## src/rtl/pipe_ctrl_defs.sv

```systemverilog
// Shared definitions for the pipeline stall/flush controller:
// FSM state encodings and the default counter width.
package pipe_ctrl_defs;

  localparam logic [1:0] ST_RUN    = 2'd0;
  localparam logic [1:0] ST_DWAIT  = 2'd1;
  localparam logic [1:0] ST_HALTED = 2'd2;

  localparam int CNT_W_DEF = 16;

endpackage

```

## src/rtl/sat_counter.sv

```systemverilog
// Saturating up-counter: clears on reset, increments on inc, sticks at all-ones.
module sat_counter #(
  parameter int W = 16
) (
  input  logic         clk,
  input  logic         reset,
  input  logic         inc,
  output logic [W-1:0] value
);

  function automatic logic [W-1:0] sat_inc(input logic [W-1:0] v);
    return (&v) ? v : v + W'(1);
  endfunction

  // Count qualifying cycles, holding at the maximum instead of wrapping
  always_ff @(posedge clk) begin
    if (reset)
      value <= '0;
    else if (inc)
      value <= sat_inc(value);
  end

endmodule

```

## src/rtl/pipeline_ctrl.sv

```systemverilog
// Central stall/flush arbiter for the cached 5-stage pipeline.
// Resolves D-cache freeze, load-use stall, ID redirect, JPR/JRL PC stall and
// I-cache miss into pipeline-register enables and NOP-insertion controls,
// freezes across D-misses and latches HALT.
// Optional macro PERF_CNT_EN adds per-cause saturating performance counters.
module pipeline_ctrl
  import pipe_ctrl_defs::*;
#(
  parameter int CNT_W = CNT_W_DEF
) (
  input  logic             clk,
  input  logic             reset,
  input  logic             stall,
  input  logic             stall_pc,
  input  logic             redirect,
  input  logic             i_req,
  input  logic             i_ready,
  input  logic             d_req,
  input  logic             d_ready,
  input  logic             halt_wb,
  output logic             pc_write,
  output logic             if_id_write,
  output logic             if_id_flush,
  output logic             id_ex_write,
  output logic             id_ex_bubble,
  output logic             ex_mem_write,
  output logic             mem_wb_write,
  output logic             mem_wb_bubble,
  output logic             halted,
`ifdef PERF_CNT_EN
  output logic [CNT_W-1:0] dmiss_cycles,
  output logic [CNT_W-1:0] imiss_cycles,
  output logic [CNT_W-1:0] loaduse_cycles,
  output logic [CNT_W-1:0] flush_count,
`endif
  output logic [CNT_W-1:0] stall_cycles
);

  logic [1:0] state;
  logic [1:0] state_nxt;
  logic       live;
  logic       dfreeze;
  logic       dexit;
  logic       imiss;
  logic       halt_acc;
  logic       win_loaduse;
  logic       win_redirect;
  logic       win_imiss;

  // Classify this cycle: who owns the pipe and whether a D-access is pending
  always_comb begin
    live      = !reset && (state != ST_HALTED);
    dfreeze   = ((state == ST_DWAIT) && !d_ready) ||
                ((state == ST_RUN) && d_req && !d_ready);
    dexit     = (state == ST_DWAIT) && d_ready;
    imiss     = i_req && !i_ready;
    halt_acc  = live && !dfreeze && halt_wb;
  end

  // Priority resolution into register enables and NOP controls
  always_comb begin
    pc_write      = 1'b0;
    if_id_write   = 1'b0;
    if_id_flush   = 1'b0;
    id_ex_write   = 1'b0;
    id_ex_bubble  = 1'b0;
    ex_mem_write  = 1'b0;
    mem_wb_write  = 1'b0;
    mem_wb_bubble = 1'b0;
    win_loaduse   = 1'b0;
    win_redirect  = 1'b0;
    win_imiss     = 1'b0;
    if (live && !dfreeze) begin
      // Store finishing a freeze: WB receives a NOP (datapath qualifies it)
      mem_wb_bubble = dexit;
      id_ex_write   = 1'b1;
      ex_mem_write  = 1'b1;
      mem_wb_write  = 1'b1;
      if (stall) begin
        // Redirect dropped: branch operands not ready, ID re-raises it
        id_ex_bubble = 1'b1;
        win_loaduse  = 1'b1;
      end else if (redirect) begin
        pc_write     = 1'b1;
        if_id_write  = 1'b1;
        if_id_flush  = 1'b1;
        win_redirect = 1'b1;
      end else if (stall_pc || imiss) begin
        if_id_write  = 1'b1;
        if_id_flush  = 1'b1;
        win_imiss    = !stall_pc;
      end else begin
        pc_write     = 1'b1;
        if_id_write  = 1'b1;
      end
    end
  end

  // Next-state: halt only once WB can commit, D-wait until the cache answers
  always_comb begin
    state_nxt = state;
    if (halt_acc)
      state_nxt = ST_HALTED;
    else if ((state == ST_RUN) && d_req && !d_ready)
      state_nxt = ST_DWAIT;
    else if (dexit)
      state_nxt = ST_RUN;
  end

  // FSM register; reset abandons any outstanding D-wait
  always_ff @(posedge clk) begin
    if (reset)
      state <= ST_RUN;
    else
      state <= state_nxt;
  end

  // Sticky halt flag, visible the cycle after the HLT commits
  always_ff @(posedge clk) begin
    if (reset)
      halted <= 1'b0;
    else if (halt_acc)
      halted <= 1'b1;
  end

  sat_counter #(.W(CNT_W)) u_stall_cnt (
    .clk   (clk),
    .reset (reset),
    .inc   (live && !pc_write),
    .value (stall_cycles)
  );

`ifdef PERF_CNT_EN
  sat_counter #(.W(CNT_W)) u_dmiss_cnt (
    .clk   (clk),
    .reset (reset),
    .inc   (live && dfreeze),
    .value (dmiss_cycles)
  );

  sat_counter #(.W(CNT_W)) u_imiss_cnt (
    .clk   (clk),
    .reset (reset),
    .inc   (win_imiss),
    .value (imiss_cycles)
  );

  sat_counter #(.W(CNT_W)) u_loaduse_cnt (
    .clk   (clk),
    .reset (reset),
    .inc   (win_loaduse),
    .value (loaduse_cycles)
  );

  sat_counter #(.W(CNT_W)) u_flush_cnt (
    .clk   (clk),
    .reset (reset),
    .inc   (win_redirect),
    .value (flush_count)
  );
`endif

endmodule

```

## config.mk

```make
export PLATFORM = sky130hd
export DESIGN_NAME = pipeline_ctrl
export DESIGN_NICKNAME = d
export VERILOG_FILES = /design/src/rtl/pipe_ctrl_defs.sv /design/src/rtl/sat_counter.sv /design/src/rtl/pipeline_ctrl.sv
export SDC_FILE = /design/constraint.sdc
export NUM_CORES = 1
export LEC_CHECK = 0
export ABC_AREA = 1
export CORE_MARGIN = 2
export CORE_UTILIZATION = 49
export CTS_BUF_LIST = sky130_fd_sc_hd__clkbuf_4 sky130_fd_sc_hd__clkbuf_8
export CTS_CLUSTER_SIZE = 40
export DETAILED_ROUTE_END_ITERATION = 8
export GPL_TIMING_DRIVEN = 0
export MAX_ROUTING_LAYER = met4
export PLACE_DENSITY = 0.82
export SYNTH_ARGS = -nofsm -noshare
export SYNTH_HDL_FRONTEND = slang
export SYNTH_SLANG_ARGS = --single-unit
export TNS_END_PERCENT = 5
```

## constraint.sdc

```tcl
create_clock -name clk -period 1.75 [get_ports clk]
set_clock_uncertainty 0.05 [all_clocks]
set_input_delay 0.35 -clock clk [delete_from_list [all_inputs] [get_ports clk]]
set_output_delay 0.35 -clock clk [all_outputs]
set_load 0.05 [all_outputs]
```

==> impl_results.md <==
- Run status: finished, violations left
- Violated checks: negative setup slack
- Largest stage delay, worst path: 0.36 ns
- DP Wirelength: 2.38 mm
- Total Routing Usage GR: 26.4%
- Area grow syn2layout: 42.3%
- Period utilization: 107%
- Min Tclk post-route: 1.87 ns
- RR Endpoint: u_stall_cnt.value[14]
- Ordered list of cells on the worst path: clkinv_4, o21ai_4, inv_2, nand2_4, nor2_4, o21a_2, buf_8
- Fmax: 534 MHz
- Reg2reg start: state[1]
- Routed length per placed instance: 12.9 um
- Hold Crit Depth: 2
- Clock latency on the worst-skew pair: 0.31 ns
- Worst setup EP type: output pin
- Crit Path Category: register to output pin
- Final hold vios: 0
- DR iter-0 viols: 43
- Post-route DRC: 0
- Synth unique cells: 25
- Global-route wire length before repair: 5.29 mm
- Hold_sp: reset
- Die Ht: 53.6 um
- Final WS setup: -0.122 ns
- Critical Path RT: 1.35 ns
- Synth warnings: 0
- Buffers from clock root to sink, at most: 2
- Via count: 1403
- Reg2Reg Setup Slack: 0.06 ns
- Max-cap check violation count: 0
- Slew headroom: 65.5%
- Startpoint types: register
- Largest net degree at the start of global routing: 12
- Post-synthesis cell count: 192
- Port bufs: 34
- N_diodes: 0
- Via density per instance: 5.35
- Num CTS Buffers: 3
- Seq. cell area: 388 um^2
- Core area: 0.00228 mm^2
- Synth area leaders: dfxtp_1 32%, nand2_1 17%, nand3_1 9.1%
- Grt ovf: 0
- Synth area leader: dfxtp_1
- CTS Hold Bufs: 0
- CTS root buf: clkbuf_4
- Syn Area/Cell: 6.27 um^2
- Fin util: 75.3%
- DRT Pass-1 Iters: 4
- Clock-pin slew on the worst setup and hold paths: 0.12 ns
- Layout cells sized above 1: 24.4%
- Multi-input gate area: 807 um^2
- Die ar.: 0.00287 mm^2
- Worst Hold Slack: 0.268 ns
- Worst slew pin tran: 0.518 ns
- Pleak: 0.000753 uW
- Worst EP arrival: 1.47 ns
- Power Density: 562 mW/mm^2
- NumNets Final: 246
- Die width: 53.6 um
- Mapped Nets: 203
- CTS tree: built
- Unrepaired setup endpoints after global routing: yes
- Starting Density: 52.9%
- Synth top area share: 31.6%
- Worst R2R Path Depth: 11
- Hold crit path type: input port to register
- Max Slew Vio Count: 0
- Placer Congestion: 0.841
- Post-Syn Area: 0.00120 mm^2
- Fin Setup TNS: -0.429 ns
- Vias in the first global route: 1245
- H-tree depth: 1
- Max VDD drop: 0.000454 V
- Worst Hold End: halted
- Initial antenna violation count: 0
- Worst-path cell with the longest stage delay: dfxtp_2
- CTS Sinks: 19
- Detail Route Antenna Nets: 0
- I/O Pins: 35
- Sequential area share after synthesis: 31.6%
- FILL cells: 176
- Final setup viols: 5
- #FFs+latches synth: 19
- Final wirelength: 3.37 mm
- FP Rows: 17
- Max Fanout on Critical Path: 6
- DP Worst Slack: -1.09 ns
==> where the power goes <==
group,internal (uW),switching (uW),total (uW)
clock,85.6,152,238
sequential,443,13.8,457
combinational,101,166,268
==> worst max-delay path, delay by kind of cell, from the launching register on <==
kind	cells	cell delay, ns
flip-flops	1	0.36
buffers and inverters	3	0.32
AND/OR/NAND/NOR	2	0.13
AO/OA/AOI/OAI	2	0.34
==> metal layers <==
layer  share of wire (%)  track usage [%]  wire, um  vias up
li1                    -                -         -      705
met1                  42             31.5      1430      636
met2                  48             43.2      1610       48
met3                 6.1             2.50       205       14
met4                 4.0             15.4       134        0
met5                   0                -         0        -
==> repair_timing <==
| item | CTS | global route |
|---|---|---|
| gates resized for setup | 79 | 30 |
| endpoints found under the setup margin | 40 | 20 |
| pin swaps | 1 | 3 |
| buffers inserted | 2 | 2 |
==> logic make-up after synthesis <==
family	Yosys count	synth area share, %
buffers and inverters	24	9.04
AO/OA/AOI/OAI	23	10.1
flip-flops	19	31.6
XOR/XNOR	3	2.18
adder cells (fa/ha/maj)	1	1.04
AND/OR/NAND/NOR	122	46.0
==> cell usage after synthesis <==
cell	n
nor3_1	1
nor2_4	2
xnor2_1	1
nand3b_1	1
o21a_1	1
ha_1	1
xor2_1	2
a21oi_1	20
nor2_2	3
nand3_2	2
inv_1	16
nor3_2	1
nand3_1	22
buf_6	1
nor2_1	28
nand4_1	4
o21ai_2	1
inv_2	3
nand2_2	2
o21ai_0	1
clkbuf_1	1
nand2_4	1
buf_4	3
dfxtp_1	19
nand2_1	55
==> layout by cell type (no fill, tap or decap), types with 4 or more instances in the layout <==
master	instances
nand2_2	6
nor2_1	27
nand3_1	22
inv_2	4
nand2_4	4
clkbuf_2	4
nand4_1	4
inv_1	14
dfxtp_1	15
nor2_4	6
buf_4	7
a21oi_1	19
clkdlybuf4s50_1	6
nand2_1	48
dlygate4sd2_1	13
buf_6	5
==> through the flow <==
stage | area (um^2) | cells | power (uW)
global route | 1710 | 262 | 1000
detailed placement | 1590 | 254 | 695
CTS | 1630 | 260 | 925
floorplan | 1220 | 192 | 615
finish | 1710 | 262 | 962
global placement | 1590 | 254 | 689
==> worst max path at each step <==
stage,from,endpoint
final,state[1],if_id_flush
after global routing,state[1],if_id_flush
after CTS,d_ready,if_id_flush
after detailed placement,reset,if_id_flush
after global placement,reset,if_id_flush
after floorplan,reset,if_id_flush
==> final cells by class <==
type / count / area share (%)
multi-input combinational: 149 / 47.1
sequential: 19 / 22.6
timing repair buffer: 38 / 19.9
inverter: 19 / 4.46
buffer: 5 / 2.19
tap: 28 / 2.05
clock buffer: 3 / 1.31
clock inverter: 1 / 0.292
==> state kept, by name, indices dropped and copies added (netlist names) <==
signal / flops
u_stall_cnt.value: 16
state: 2
halted: 1
Power figures use the tool's default switching activity.
